--- src/rtl/mips_pc_pkg.sv ---
// Shared types and default constants for the fetch PC unit.
package mips_pc_pkg;

  // Next-PC source chosen for the current edge
  typedef enum logic [1:0] {
    SEL_SEQ      = 2'd0,
    SEL_REDIRECT = 2'd1,
    SEL_CALL     = 2'd2,
    SEL_RET      = 2'd3
  } next_sel_t;

  localparam int          DEF_ADDR_W       = 32;
  localparam int          DEF_INSTR_BYTES  = 4;
  localparam int          DEF_RAS_DEPTH    = 4;
  localparam logic [31:0] DEF_RESET_VECTOR = 32'h0000_0000;

endpackage

--- src/rtl/mips_ras.sv ---
// Circular return-address stack: push, pop, or replace-top in one edge.
// A push into a full stack overwrites the oldest entry and sets a sticky
// overflow flag. Pops on an empty stack are ignored.
module mips_ras #(
  parameter int ADDR_W = 32,
  parameter int DEPTH  = 4
) (
  input  logic              clk_i,
  input  logic              rst_i,
  input  logic              en_i,
  input  logic              push_i,
  input  logic              pop_i,
  input  logic [ADDR_W-1:0] data_i,
  output logic [ADDR_W-1:0] top_o,
  output logic              empty_o,
  output logic              full_o,
  output logic              overflow_o
);

  localparam int PW = $clog2(DEPTH);
  localparam int CW = PW + 1;

  logic [ADDR_W-1:0] mem_q [DEPTH];
  logic [PW-1:0]     ptr_q, ptr_d;      // next free slot; top lives at ptr-1
  logic [CW-1:0]     cnt_q, cnt_d;
  logic              ovf_q, ovf_d;
  logic              wr_en;
  logic [PW-1:0]     wr_idx;
  logic [PW-1:0]     top_idx;

  assign top_idx    = ptr_q - 1'b1;
  assign empty_o    = (cnt_q == '0);
  assign full_o     = (cnt_q == CW'(DEPTH));
  assign overflow_o = ovf_q;
  assign top_o      = empty_o ? '0 : mem_q[top_idx];

  // Next-state: replace when push+pop hit a non-empty stack, else push or pop
  always_comb begin
    ptr_d  = ptr_q;
    cnt_d  = cnt_q;
    ovf_d  = ovf_q;
    wr_en  = 1'b0;
    wr_idx = ptr_q;
    if (en_i) begin
      if (push_i && pop_i && !empty_o) begin
        wr_en  = 1'b1;
        wr_idx = top_idx;
      end else if (push_i) begin
        wr_en  = 1'b1;
        wr_idx = ptr_q;
        ptr_d  = ptr_q + 1'b1;
        if (full_o) ovf_d = 1'b1;   // oldest entry silently overwritten
        else        cnt_d = cnt_q + 1'b1;
      end else if (pop_i && !empty_o) begin
        ptr_d = ptr_q - 1'b1;
        cnt_d = cnt_q - 1'b1;
      end
    end
  end

  // Stack state; falls with the fetch clock like the PC register
  always_ff @(negedge clk_i or posedge rst_i) begin
    if (rst_i) begin
      ptr_q <= '0;
      cnt_q <= '0;
      ovf_q <= 1'b0;
      for (int i = 0; i < DEPTH; i++) mem_q[i] <= '0;
    end else begin
      ptr_q <= ptr_d;
      cnt_q <= cnt_d;
      ovf_q <= ovf_d;
      if (wr_en) mem_q[wr_idx] <= data_i;
    end
  end

endmodule

--- src/rtl/mips_pc_unit.sv ---
// Fetch PC unit: priority decode of redirect/call/ret, next-PC mux,
// PC register and return-address stack. hit=0 freezes everything.
module mips_pc_unit
  import mips_pc_pkg::*;
#(
  parameter int                ADDR_W       = DEF_ADDR_W,
  parameter logic [ADDR_W-1:0] RESET_VECTOR = ADDR_W'(DEF_RESET_VECTOR),
  parameter int                INSTR_BYTES  = DEF_INSTR_BYTES,
  parameter int                RAS_DEPTH    = DEF_RAS_DEPTH
) (
  input  logic              ClockPulse,
  input  logic              Reset,
  input  logic              hit,
  input  logic              redirect_valid,
  input  logic              call_valid,
  input  logic              ret_valid,
  input  logic [ADDR_W-1:0] target_addr,
  input  logic [ADDR_W-1:0] ret_addr,
  output logic [ADDR_W-1:0] CurrentInstructionAddress,
  output logic [ADDR_W-1:0] ras_top,
  output logic              ras_empty,
  output logic              ras_full,
  output logic              ras_overflow
);

  localparam logic [ADDR_W-1:0] INC        = ADDR_W'(INSTR_BYTES);
  localparam logic [ADDR_W-1:0] ALIGN_MASK = ~(INC - 1'b1);

  next_sel_t         sel;
  logic [ADDR_W-1:0] pc_q, pc_d;
  logic [ADDR_W-1:0] pc_inc;
  logic              ras_push, ras_pop;

  assign pc_inc                    = pc_q + INC;   // wraps mod 2^ADDR_W
  assign CurrentInstructionAddress = pc_q;

  // Priority decode and stack control: redirect > call > ret > sequential
  always_comb begin
    sel      = SEL_SEQ;
    ras_push = 1'b0;
    ras_pop  = 1'b0;
    if (redirect_valid) begin
      sel = SEL_REDIRECT;
    end else if (call_valid) begin
      sel      = SEL_CALL;
      ras_push = 1'b1;
      ras_pop  = ret_valid && !ras_empty;   // call+ret replaces the top
    end else if (ret_valid) begin
      sel     = SEL_RET;
      ras_pop = !ras_empty;
    end
  end

  // Next-PC mux; external targets are forced onto an instruction boundary
  always_comb begin
    pc_d = pc_inc;
    unique case (sel)
      SEL_REDIRECT: pc_d = target_addr & ALIGN_MASK;
      SEL_CALL:     pc_d = target_addr & ALIGN_MASK;
      SEL_RET:      pc_d = ras_empty ? (ret_addr & ALIGN_MASK) : ras_top;
      default:      pc_d = pc_inc;
    endcase
  end

  // PC register, advances on the falling edge only when the cache hits
  always_ff @(negedge ClockPulse or posedge Reset) begin
    if (Reset)    pc_q <= RESET_VECTOR;
    else if (hit) pc_q <= pc_d;
  end

  mips_ras #(
    .ADDR_W (ADDR_W),
    .DEPTH  (RAS_DEPTH)
  ) u_ras (
    .clk_i      (ClockPulse),
    .rst_i      (Reset),
    .en_i       (hit),
    .push_i     (ras_push),
    .pop_i      (ras_pop),
    .data_i     (pc_inc),
    .top_o      (ras_top),
    .empty_o    (ras_empty),
    .full_o     (ras_full),
    .overflow_o (ras_overflow)
  );

endmodule
--- config.mk ---
export PLATFORM = sky130hd
export DESIGN_NAME = mips_pc_unit
export DESIGN_NICKNAME = d
export VERILOG_FILES = /design/src/rtl/mips_pc_pkg.sv /design/src/rtl/mips_ras.sv /design/src/rtl/mips_pc_unit.sv
export SDC_FILE = /design/constraint.sdc
export NUM_CORES = 1
export LEC_CHECK = 0
export BUFFER_PORTS_ARGS = -buffer_cell sky130_fd_sc_hd__buf_2
export CORE_MARGIN = 2
export CORE_UTILIZATION = 55
export DETAILED_ROUTE_END_ITERATION = 6
export GPL_TIMING_DRIVEN = 0
export PLACE_DENSITY_LB_ADDON = 0.08
export SYNTH_ARGS = -nofsm -noshare
export SYNTH_HDL_FRONTEND = slang
export SYNTH_SLANG_ARGS = --single-unit
--- constraint.sdc ---
create_clock -name ClockPulse -period 6.81 [get_ports ClockPulse]
set_input_delay 0.681 -clock ClockPulse [delete_from_list [all_inputs] [get_ports ClockPulse]]
set_output_delay 0.681 -clock ClockPulse [all_outputs]
set_load 0.02 [all_outputs]
**After elaboration in Yosys (flattened, before gate mapping)**

Index checks and enable logic that the tools add are counted.
Widths: inputs -> output; s select.

- Add/subtract/negate cells: 5
- Order comparisons: 3
- Eq/ne operators: 5
- Muxes and demuxes: 27
- Bitwise operators: 3
- Reductions and logical operators: 12

Operators with widths:

| kind | number |
|---|---|
| $mux 32 | 5 |
| $bwmux 128 | 1 |
| $bmux 32 s2 | 1 |
| $demux 32 s2 | 1 |
| $pmux 32 s2 | 1 |
| $add 32x3->32 const B | 1 |
| $mux 2 | 7 |
| $mux 3 | 3 |
| $mux 1 | 8 |
| $reduce_and 4->1 | 2 |
| $ge 3x3->1 const B | 2 |
| $not 2->3 | 2 |
| $logic_and 1x1->1 | 5 |
| $eq 2x2->1 const B | 2 |
| $add 3x1->3 const B | 1 |
| $eq 3x3->1 const B | 1 |
| $logic_not 3->1 | 1 |
| $lt 3x1->1 const B | 1 |
| $reduce_and 3->1 | 1 |
| $sub 3x1->3 const B | 1 |
| $add 2x1->2 const B | 1 |
| $eq 2x1->1 const B | 1 |
| $ne 2x2->1 const B | 1 |
| $reduce_bool 2->1 | 1 |
| other kinds (4) | 4 |

- Register bits after elaboration: 166
- Input bits: 70
- Output and inout port bits: 67
- Word-level logic and storage cells: 63

**Longest topological paths before layout**

Gate-level depths: netlist of run 1.

- Word-level depth: 15
- Depth in mapped cells: 9
- Depth with buffers taken out: 9

**Modules after synthesis**

A second synthesis of run 1 with hierarchy kept.

- Cell total of the unflattened synthesis: 793
- Area, all modules: 9439.1 sq um

Modules (own cells, without submodules):

| module | instances | cells an instance | area an instance (sq um) | seq. area each (sq um) |
|---|---|---|---|---|
| mips_ras | 1 | 400 | 6273.5 | 3353.2 |
| mips_pc_unit | 1 | 393 | 3165.5 | 800.8 |

==> impl_metrics.yaml, run 1 <==
synthesis:
  ys_seq_area_share_pct: 48.7
  ys_async_sr_fraction_pct: 100
  synth_nets: 910
  synth_cells: 836
  synth.area.top_cells: "dfrtn_1, mux4_2, a21oi_1, nor2_1, nor2b_1"
  ys_top_cells_by_count: "dfrtn_1, a21oi_1, nor2_1"
  ys_seq_elements: 166
  synth.largest_area_cell: "dfrtn_1"
  syn_area_mm2: 0.00854
  synth-edff-count: 0
  synth_top_area_share_pct: 48.7
  ys_types: 55
  synth_most_common_cell: "dfrtn_1"
  synthFlopType: "dfrtn_1"
  avgSynthCellArea_um2: 10.2
  yosys_warnings: 0
detailed_routing:
  routed_wirelength_um: 27500
  vias_per_cell: 6.26
  first_pass_iters: 6
  ant_nets: 0
  first_iter_violations: 672
  drc: 0
  wl_per_cell_um: 23.0
  vias: 7493
global_routing:
  grt_use_met3_pct: 10.4
  met2_usage_pct: 51.7
  grt_busiest_layer: "met2"
  grt_start_max_net_pins: 37
  grt_overflow_total: 0
  grt_use_met1_pct: 48.4
  grt_pass1_wl_um: 41700
  antenna_found_initial: 1
  grt.total_usage_pct: 34.6
  grt_pass1_vias: 7142
die:
  core_region_area_mm2: 0.0152
  io_pins: 137
  initial_utilization_pct: 56.2
  die-area_mm2: 0.0165
  num_rows: 45
  die_y_um: 129
  die_x_um: 129
final_layout:
  fin_cells: 1197
  layout-drive-gt1-share_pct: 27.6
  layout.nets: 1069
  area_growth_syn_to_layout_pct: 19.2
  postLayoutCoreUtil_pct: 66.9
flow_run:
  cap_violations: 0
clock_tree:
  h-tree-depth: 4
  clock-sinks: 166
  cts_tree: "done"
  clockRootBuffer: "clkbuf_16"
  ctsHoldBuffers: 0
  cts_buffer_depth: 2
  numCtsBuffers: 17
  clk_latency_ps: 410
  path_clk_slew_ps: 50
worst_setup_path:
  startpoint_type: "flop"
  critPathRequiredTime_ps: 6130
  path_class: "flop to primary output"
  arrival_ps: 5960
  critPathCaptureType: "primary output"
  path_max_fanout: 10
timing:
  worst_slew_pin_slew_ps: 1100
  finalMaxSlewViolations: 0
  setup_viol: 0
  tns_ps: 0
  hold_violations: 0
  slew_headroom_pct: 25.8
  holdWs_ps: 426
  finClkSkew_ps: 7.63
  rsz0062_at_grt: "false"
place:
  routabilityCongestion: 0.901
  place_hpwl_um: 19200
  dp.cells: 1161
  port_buffers: 132
run_status:
  status: "completed"
hold_path:
  hold_class: "flop to flop"
power_and_ir_drop:
  worst_ir_drop_vdd_v: 0.000268
  leakage_uw: 0.00461
  powerDensity_mw_per_mm2: 495
==> cells in the final DEF (no fill, tap or decap), types with 3 or more instances in the layout <==
cell / instances
a221oi_1: 15
ha_1: 3
nor3_1: 6
clkinvlp_4: 5
clkbuf_16: 17
clkinv_4: 3
a32o_1: 5
nand2b_1: 4
and3_1: 15
a221o_1: 3
a211oi_1: 8
mux4_2: 29
nor2b_1: 31
buf_12: 5
o211a_1: 3
buf_6: 3
nor2_1: 119
nand2_1: 45
clkbuf_8: 4
dfrtn_1: 166
clkbuf_2: 3
nand3_1: 25
o221ai_1: 8
buf_4: 15
a21oi_1: 124
a21o_1: 15
mux2_2: 17
xor2_1: 20
inv_1: 10
mux2i_1: 4
o21ai_0: 37
buf_2: 157
nand4_1: 10
clkbuf_1: 22
xnor2_1: 14
==> through the flow <==
stage                     total power, uW  setup WS, ps  cell area [um2]
after floorplan                      3300           731             8540
after global placement               3950          -329             9440
after detailed placement             4000           111             9540
after CTS                            5010           111            10200
after global routing                 5310          69.7            10200
final                                5040           165            10200
==> area by class of cell <==
cell class	count	area [um2]
flip-flops and latches	166	4150
inverters	11	45.0
diodes	1	2.50
fillers	1243	5020
well taps	188	235
multi-input cells	594	4000
plain buffers	65	350
clock buffers	22	484
clock inverters	10	121
repair buffers	140	783
==> registers in the layout (all words and copies together), names as in the netlist <==
| register | flops |
|---|---|
| u_ras.mem_q | 128 |
| CurrentInstructionAddress | 32 |
| u_ras.cnt_q | 3 |
| u_ras.ptr_q | 2 |
| u_ras.overflow_o | 1 |
==> report_power, final <==
part	internal [uW]	switching (uW)	leakage, uW
combinational	974	1340	0.00234
clock	580	411	0.000285
sequential	1440	289	0.00199
==> repair_timing <==
item | in CTS | in global routing
endpoints found under the hold margin | 0 | 0
pin swaps | 1 | 0
buffers inserted | 3 | 0
setup endpoints to repair | 8 | 1
gates resized for setup | 1 | 1
==> logic make-up after synthesis <==
kind of cell / count (synthesis) / synth area share [%]
buffers and inverters: 76 / 4.56
AND/OR/NAND/NOR: 274 / 15.6
multiplexers: 50 / 10.4
adder cells (fa/ha/maj): 4 / 0.674
flip-flops: 166 / 48.7
AO/OA/AOI/OAI: 232 / 16.7
XOR/XNOR: 34 / 3.49
==> metal layers <==
| layer | wire [um] | share of wire, % | up-vias |
|---|---|---|---|
| met4 | 734 | 2.7 | 0 |
| met5 | 0 | 0 | - |
| met2 | 12500 | 45 | 431 |
| met3 | 2930 | 11 | 57 |
| li1 | - | - | 3314 |
| met1 | 11300 | 41 | 3691 |
==> critical path, cell delays in order, from the launching register on <==
cell     delay, ps
dfrtn_1        390
buf_2          250
buf_2          370
buf_2          390
mux4_2         360
nor2b_1        170
buf_2          200
==> worst paths after layout <==
path	startpoint	to	slack (ps)	cells past startpoint
min reg2reg	u_ras.overflow_o$_DFFE_NP0P_	u_ras.overflow_o$_DFFE_NP0P_	430	1
min	u_ras.overflow_o$_DFFE_NP0P_	u_ras.overflow_o$_DFFE_NP0P_	430	1
max	u_ras.ptr_q[1]$_DFFE_NP0P_	ras_top[28]	160	6
max reg2reg	u_ras.ptr_q[1]$_DFFE_NP0P_	u_ras.mem_q[17]$_DFFE_NP0P_	3980	8
min in group asynchronous	Reset	CurrentInstructionAddress[9]$_DFFE_NP0P_	3640	2
max in group asynchronous	Reset	u_ras.mem_q[77]$_DFFE_NP0P_	2330	4
No activity file was read; power rests on OpenSTA's default activity.
==> inputs of run 2 (changes only) <==
Settings changed: PLACE_DENSITY set to 0.83, PLACE_DENSITY_LB_ADDON 0.08 to unset.
==> impl_metrics.yaml, run 2 (synthesis gave the netlist of run 1 again) <==
place:
  place_hpwl_um: 19300
  preCtsSetupSlack_ps: 175
  dp.cells: 1160
  port_buffers: 132
  routabilityCongestion: 1.00
final_layout:
  area_growth_syn_to_layout_pct: 19.7
  final_common_cell: "dfrtn_1"
  postLayoutCoreUtil_pct: 67.2
  layout.nets: 1068
  final_cell_mix: "dfrtn_1, buf_2, a21oi_1"
  regMostFlops: "u_ras.mem_q"
  n_antenna_cell: 0
  largest_reg_flops: 128
  fillCellCount: 1152
  layout-drive-gt1-share_pct: 27.6
  multi_input_area_mm2: 0.00400
  seq_area_mm2: 0.00415
  fin_cells: 1195
timing:
  hold_violations: 0
  rsz0062_at_grt: "false"
  tns_ps: 0
  finClkSkew_ps: 8.15
  setup_viol: 0
  holdWs_ps: 423
  fin_ws_ps: 68.4
  finalMaxSlewViolations: 0
  worst_slew_pin_slew_ps: 1040
  slew_headroom_pct: 30.1
worst_setup_path:
  critPathCaptureType: "primary output"
  r2r_cells: 8
  rrSetupSlack_ps: 4020
  rr_endpoint: "u_ras.mem_q[16]$_DFFE_NP0P_"
  path_max_fanout: 10
  critPathRequiredTime_ps: 6130
  r2r_start: "u_ras.ptr_q[1]$_DFFE_NP0P_"
  startpoint_type: "flop"
  arrival_ps: 6060
  path_class: "flop to primary output"
die:
  die_x_um: 129
  die-area_mm2: 0.0165
  io_pins: 137
  num_rows: 45
  initial_utilization_pct: 56.2
  die_y_um: 129
  core_region_area_mm2: 0.0152
global_routing:
  grt_overflow_total: 0
  grt.total_usage_pct: 35.2
  grt_pass1_vias: 7591
  grt_start_max_net_pins: 43
  grt_pass1_wl_um: 43000
  antenna_found_initial: 0
run_status:
  status: "completed"
detailed_routing:
  first_pass_iters: 5
  wl_per_cell_um: 23.4
  vias: 7723
  ant_nets: 0
  first_iter_violations: 1001
  drc: 0
  route.met3.wl_um: 2980
  vias_per_cell: 6.46
  highest_layer: "met4"
  met1_length_um: 10600
  route.met2.wl_um: 13500
  routed_wirelength_um: 28000
clock_tree:
  h-tree-depth: 4
  path_clk_slew_ps: 50
  clk_latency_ps: 420
  cts_buffer_depth: 2
  cts_tree: "done"
  numCtsBuffers: 17
  clock-sinks: 166
  clockRootBuffer: "clkbuf_16"
hold_path:
  hold_depth: 2
  min_from: "u_ras.mem_q[46]$_DFFE_NP0P_"
  min_to: "u_ras.mem_q[46]$_DFFE_NP0P_"
  hold_class: "flop to flop"
power_and_ir_drop:
  worst_ir_drop_vdd_v: 0.000237
  powerDensity_mw_per_mm2: 511
  leakage_uw: 0.00465
flow_run:
  cap_violations: 0
## run 2: changes by cell type in the layout (fill, tap and decap cells not counted)
cell        previous run  this run
clkinvlp_4             5         1
inv_6                  0         4
bufinv_16              2         5
clkbuf_8               4         2
buf_12                 5         4
clkbuf_1              22        21
diode_2                1         0
## run 2: timing repair
item / in CTS / in global routing
setup endpoints to repair: 8 / 7
pin swaps: 0 / 1
resized for setup: 1 / 1
hold buffers: 0 / 0
endpoints found under the hold margin: 0 / 0
setup buffers: 0 / 3
## run 2: layer usage
layer	GRT usage, %	vias up
met5	0	-
met1	46.2	3785
met4	13.9	0
met3	10.1	90
li1	-	3307
met2	55.8	541
## run 2: report_power, final
part | internal, uW | switching [uW] | total [uW]
Clock | 676 | 430 | 1110
Combinational | 973 | 1390 | 2360
Sequential | 1440 | 308 | 1750
Total | 3090 | 2130 | 5220
## run 2: final cells by class
cell class                 instances  share of cell area (%)
tap                              188                    2.30
inverter                          11                   0.441
timing repair buffer             139                    7.47
buffer                            65                    3.43
sequential                       166                    40.7
clock buffer                      19                    4.43
clock inverter                    13                    2.12
multi-input combinational        594                    39.2
## run 2: worst max path at each step
stage                               startpoint                                        to  slack (ps)  cells after the start
floorplan                                Reset  CurrentInstructionAddress[0]$_DFFE_NP0P_         730                      1
global placement                         Reset               u_ras.mem_q[32]$_DFFE_NP0P_        -240                      2
detailed placement  u_ras.cnt_q[1]$_DFFE_NP0P_                               ras_top[16]         180                      6
CTS                 u_ras.cnt_q[1]$_DFFE_NP0P_                               ras_top[16]         0.1                      6
global route        u_ras.ptr_q[1]$_DFFE_NP0P_                               ras_top[15]           6                      6
finish              u_ras.ptr_q[1]$_DFFE_NP0P_                               ras_top[15]          70                      6
## run 2: metrics by stage
stage | power (uW) | instance area, um2
6_report | 5220 | 10200
5_1_grt | 5470 | 10200
4_1_cts | 5160 | 10200
3_5_place_dp | 4010 | 9520
3_3_place_gp | 3940 | 9440
2_1_floorplan | 3300 | 8540
## run 2: critical path, cell delays in order (launching register included)
cell	delay [ps]
dfrtn_1	380
buf_2	270
buf_2	380
buf_2	420
mux4_2	280
nor2b_1	280
buf_2	230
==> inputs of run 3 (changes only) <==
Settings changed: REMOVE_ABC_BUFFERS set to 1.
==> impl_metrics.yaml, run 3 (synthesis gave the netlist of run 1 again) <==
run_status:
  status: "completed"
detailed_routing:
  routed_wirelength_um: 22500
  ant_nets: 0
  first_iter_violations: 691
  wl_per_cell_um: 19.7
  vias: 7017
  drc: 0
  vias_per_cell: 6.17
  first_pass_iters: 5
die:
  die-area_mm2: 0.0165
  core_region_area_mm2: 0.0152
  num_rows: 45
  initial_utilization_pct: 56.2
  io_pins: 137
  die_x_um: 129
  die_y_um: 129
worst_setup_path:
  critPathRequiredTime_ps: 3660
  path_class: "input port to flop"
  slowest_delay_ps: 850
  path_max_fanout: 22
  startpoint_type: "input port"
  arrival_ps: 3530
  critPathCaptureType: "flop"
  cp_cell_sequence: "buf_2, inv_1, a21o_1, inv_1, ha_1, inv_1, nor2_2, nand3_1, o221a_2"
  crit_path_frequent_cell: "inv_1"
  slowest_stage: "ha_1"
clock_tree:
  clk_latency_ps: 410
  path_clk_slew_ps: 50
  h-tree-depth: 4
  clockRootBuffer: "clkbuf_16"
  cts_tree: "done"
  numCtsBuffers: 17
  clock-sinks: 166
  cts_buffer_depth: 2
  ctsHoldBuffers: 0
final_layout:
  final_cell_mix: "dfrtn_1, buf_2, a21oi_1"
  area_growth_syn_to_layout_pct: 17.2
  layout-drive-gt1-share_pct: 25.6
  n_antenna_cell: 0
  final_common_cell: "dfrtn_1"
  layout.nets: 1011
  largest_reg_flops: 128
  fillCellCount: 1144
  postLayoutCoreUtil_pct: 65.9
  regMostFlops: "u_ras.mem_q"
global_routing:
  grt.total_usage_pct: 28.3
  grt_start_max_net_pins: 90
  grt_pass1_wl_um: 35900
  grt_overflow_total: 0
  antenna_found_initial: 0
  grt_pass1_vias: 6870
place:
  routabilityCongestion: 0.901
  port_buffers: 132
  place_hpwl_um: 14800
timing:
  holdWs_ps: 413
  hold_violations: 0
  finClkSkew_ps: 5.77
  rsz0062_at_grt: "false"
  worst_slew_pin_slew_ps: 1220
  setup_viol: 0
  slew_headroom_pct: 18.6
  finalMaxSlewViolations: 0
  tns_ps: 0
power_and_ir_drop:
  worst_ir_drop_vdd_v: 0.000226
  sw_frac_of_total_pct: 39.5
  p_int_uw: 3040
  switchingPower_uw: 1980
  power_frac_comb_pct: 45.2
  power.total_uw: 5020
  clkPwrFrac_pct: 19.6
  power_frac_seq_pct: 35.2
  leakage_uw: 0.00445
  powerDensity_mw_per_mm2: 501
hold_path:
  hold_class: "flop to flop"
flow_run:
  cap_violations: 0
run 3: cell types whose count changed in the layout (fill, tap and decap cells not counted), moves of 3 or more:
cell	delta
clkbuf_1	-20
buf_16	+7
buf_2	-25
clkbuf_2	-3
inv_6	-3
clkinv_2	+4
buf_6	-3
buf_4	-11
run 3: worst max-delay path, delay by kind of cell:
family | cells | cell delay [ps]
adders and majority gates | 1 | 850
and+or+nand+nor | 2 | 790
buffers and inverters | 4 | 710
AOI/OAI and AO/OA | 2 | 480
run 3: per-stage QoR:
| step | instances | cell area, um2 | setup slack [ps] |
|---|---|---|---|
| after floorplan | 771 | 8190 | -1590 |
| after global placement | 1091 | 9090 | -3330 |
| after detailed placement | 1102 | 9380 | -461 |
| after CTS | 1134 | 9980 | 58.0 |
| after global routing | 1138 | 10000 | 18.4 |
| final | 1138 | 10000 | 132 |
run 3: layout make-up:
type	instances	area, um2	area share, %
Inverter	11	48.8	0.487
Clock buffer	19	443	4.42
Timing Repair Buffer	147	953	9.52
Tap cell	188	235	2.35
Sequential cell	166	4150	41.5
Multi-Input combinational cell	594	4020	40.2
Clock inverter	13	155	1.55
run 3: worst paths after layout:
| kind | startpoint | to | slack (ps) | depth (start not counted) |
|---|---|---|---|---|
| max reg2reg | u_ras.ptr_q[0]$_DFFE_NP0P_ | CurrentInstructionAddress[22]$_DFFE_NP0P_ | 4040 | 7 |
| max in group asynchronous | Reset | u_ras.mem_q[122]$_DFFE_NP0P_ | 2330 | 3 |
| max | call_valid | CurrentInstructionAddress[23]$_DFFE_NP0P_ | 130 | 9 |
| min in group asynchronous | Reset | u_ras.overflow_o$_DFFE_NP0P_ | 3610 | 2 |
| min reg2reg | u_ras.overflow_o$_DFFE_NP0P_ | u_ras.overflow_o$_DFFE_NP0P_ | 410 | 1 |
| min | u_ras.overflow_o$_DFFE_NP0P_ | u_ras.overflow_o$_DFFE_NP0P_ | 410 | 1 |
run 3: power by group through the flow:
| stage | clock network [uW] | registers (uW) | logic [uW] |
|---|---|---|---|
| floorplan | 0 | 1800 | 1440 |
| global placement | 0 | 1830 | 1980 |
| detailed placement | 0 | 1770 | 2190 |
| CTS | 984 | 1770 | 2230 |
| global route | 1030 | 1820 | 2470 |
| finish | 983 | 1770 | 2270 |
run 3: metal layers:
metal / up-vias / track usage, % / wire length (um)
li1: 3201 / - / -
met1: 3454 / 37.2 / 9270
met2: 299 / 45.3 / 10900
met3: 63 / 6.15 / 1420
met4: 0 / 13.7 / 850
met5: - / 0 / 0
run 3: repair_timing:
| action | in CTS | in global routing |
|---|---|---|
| setup endpoints to repair | 1 | 4 |
| endpoints found under the hold margin | 0 | 0 |
| buffers inserted | 0 | 4 |
| resized for setup | 1 | 1 |
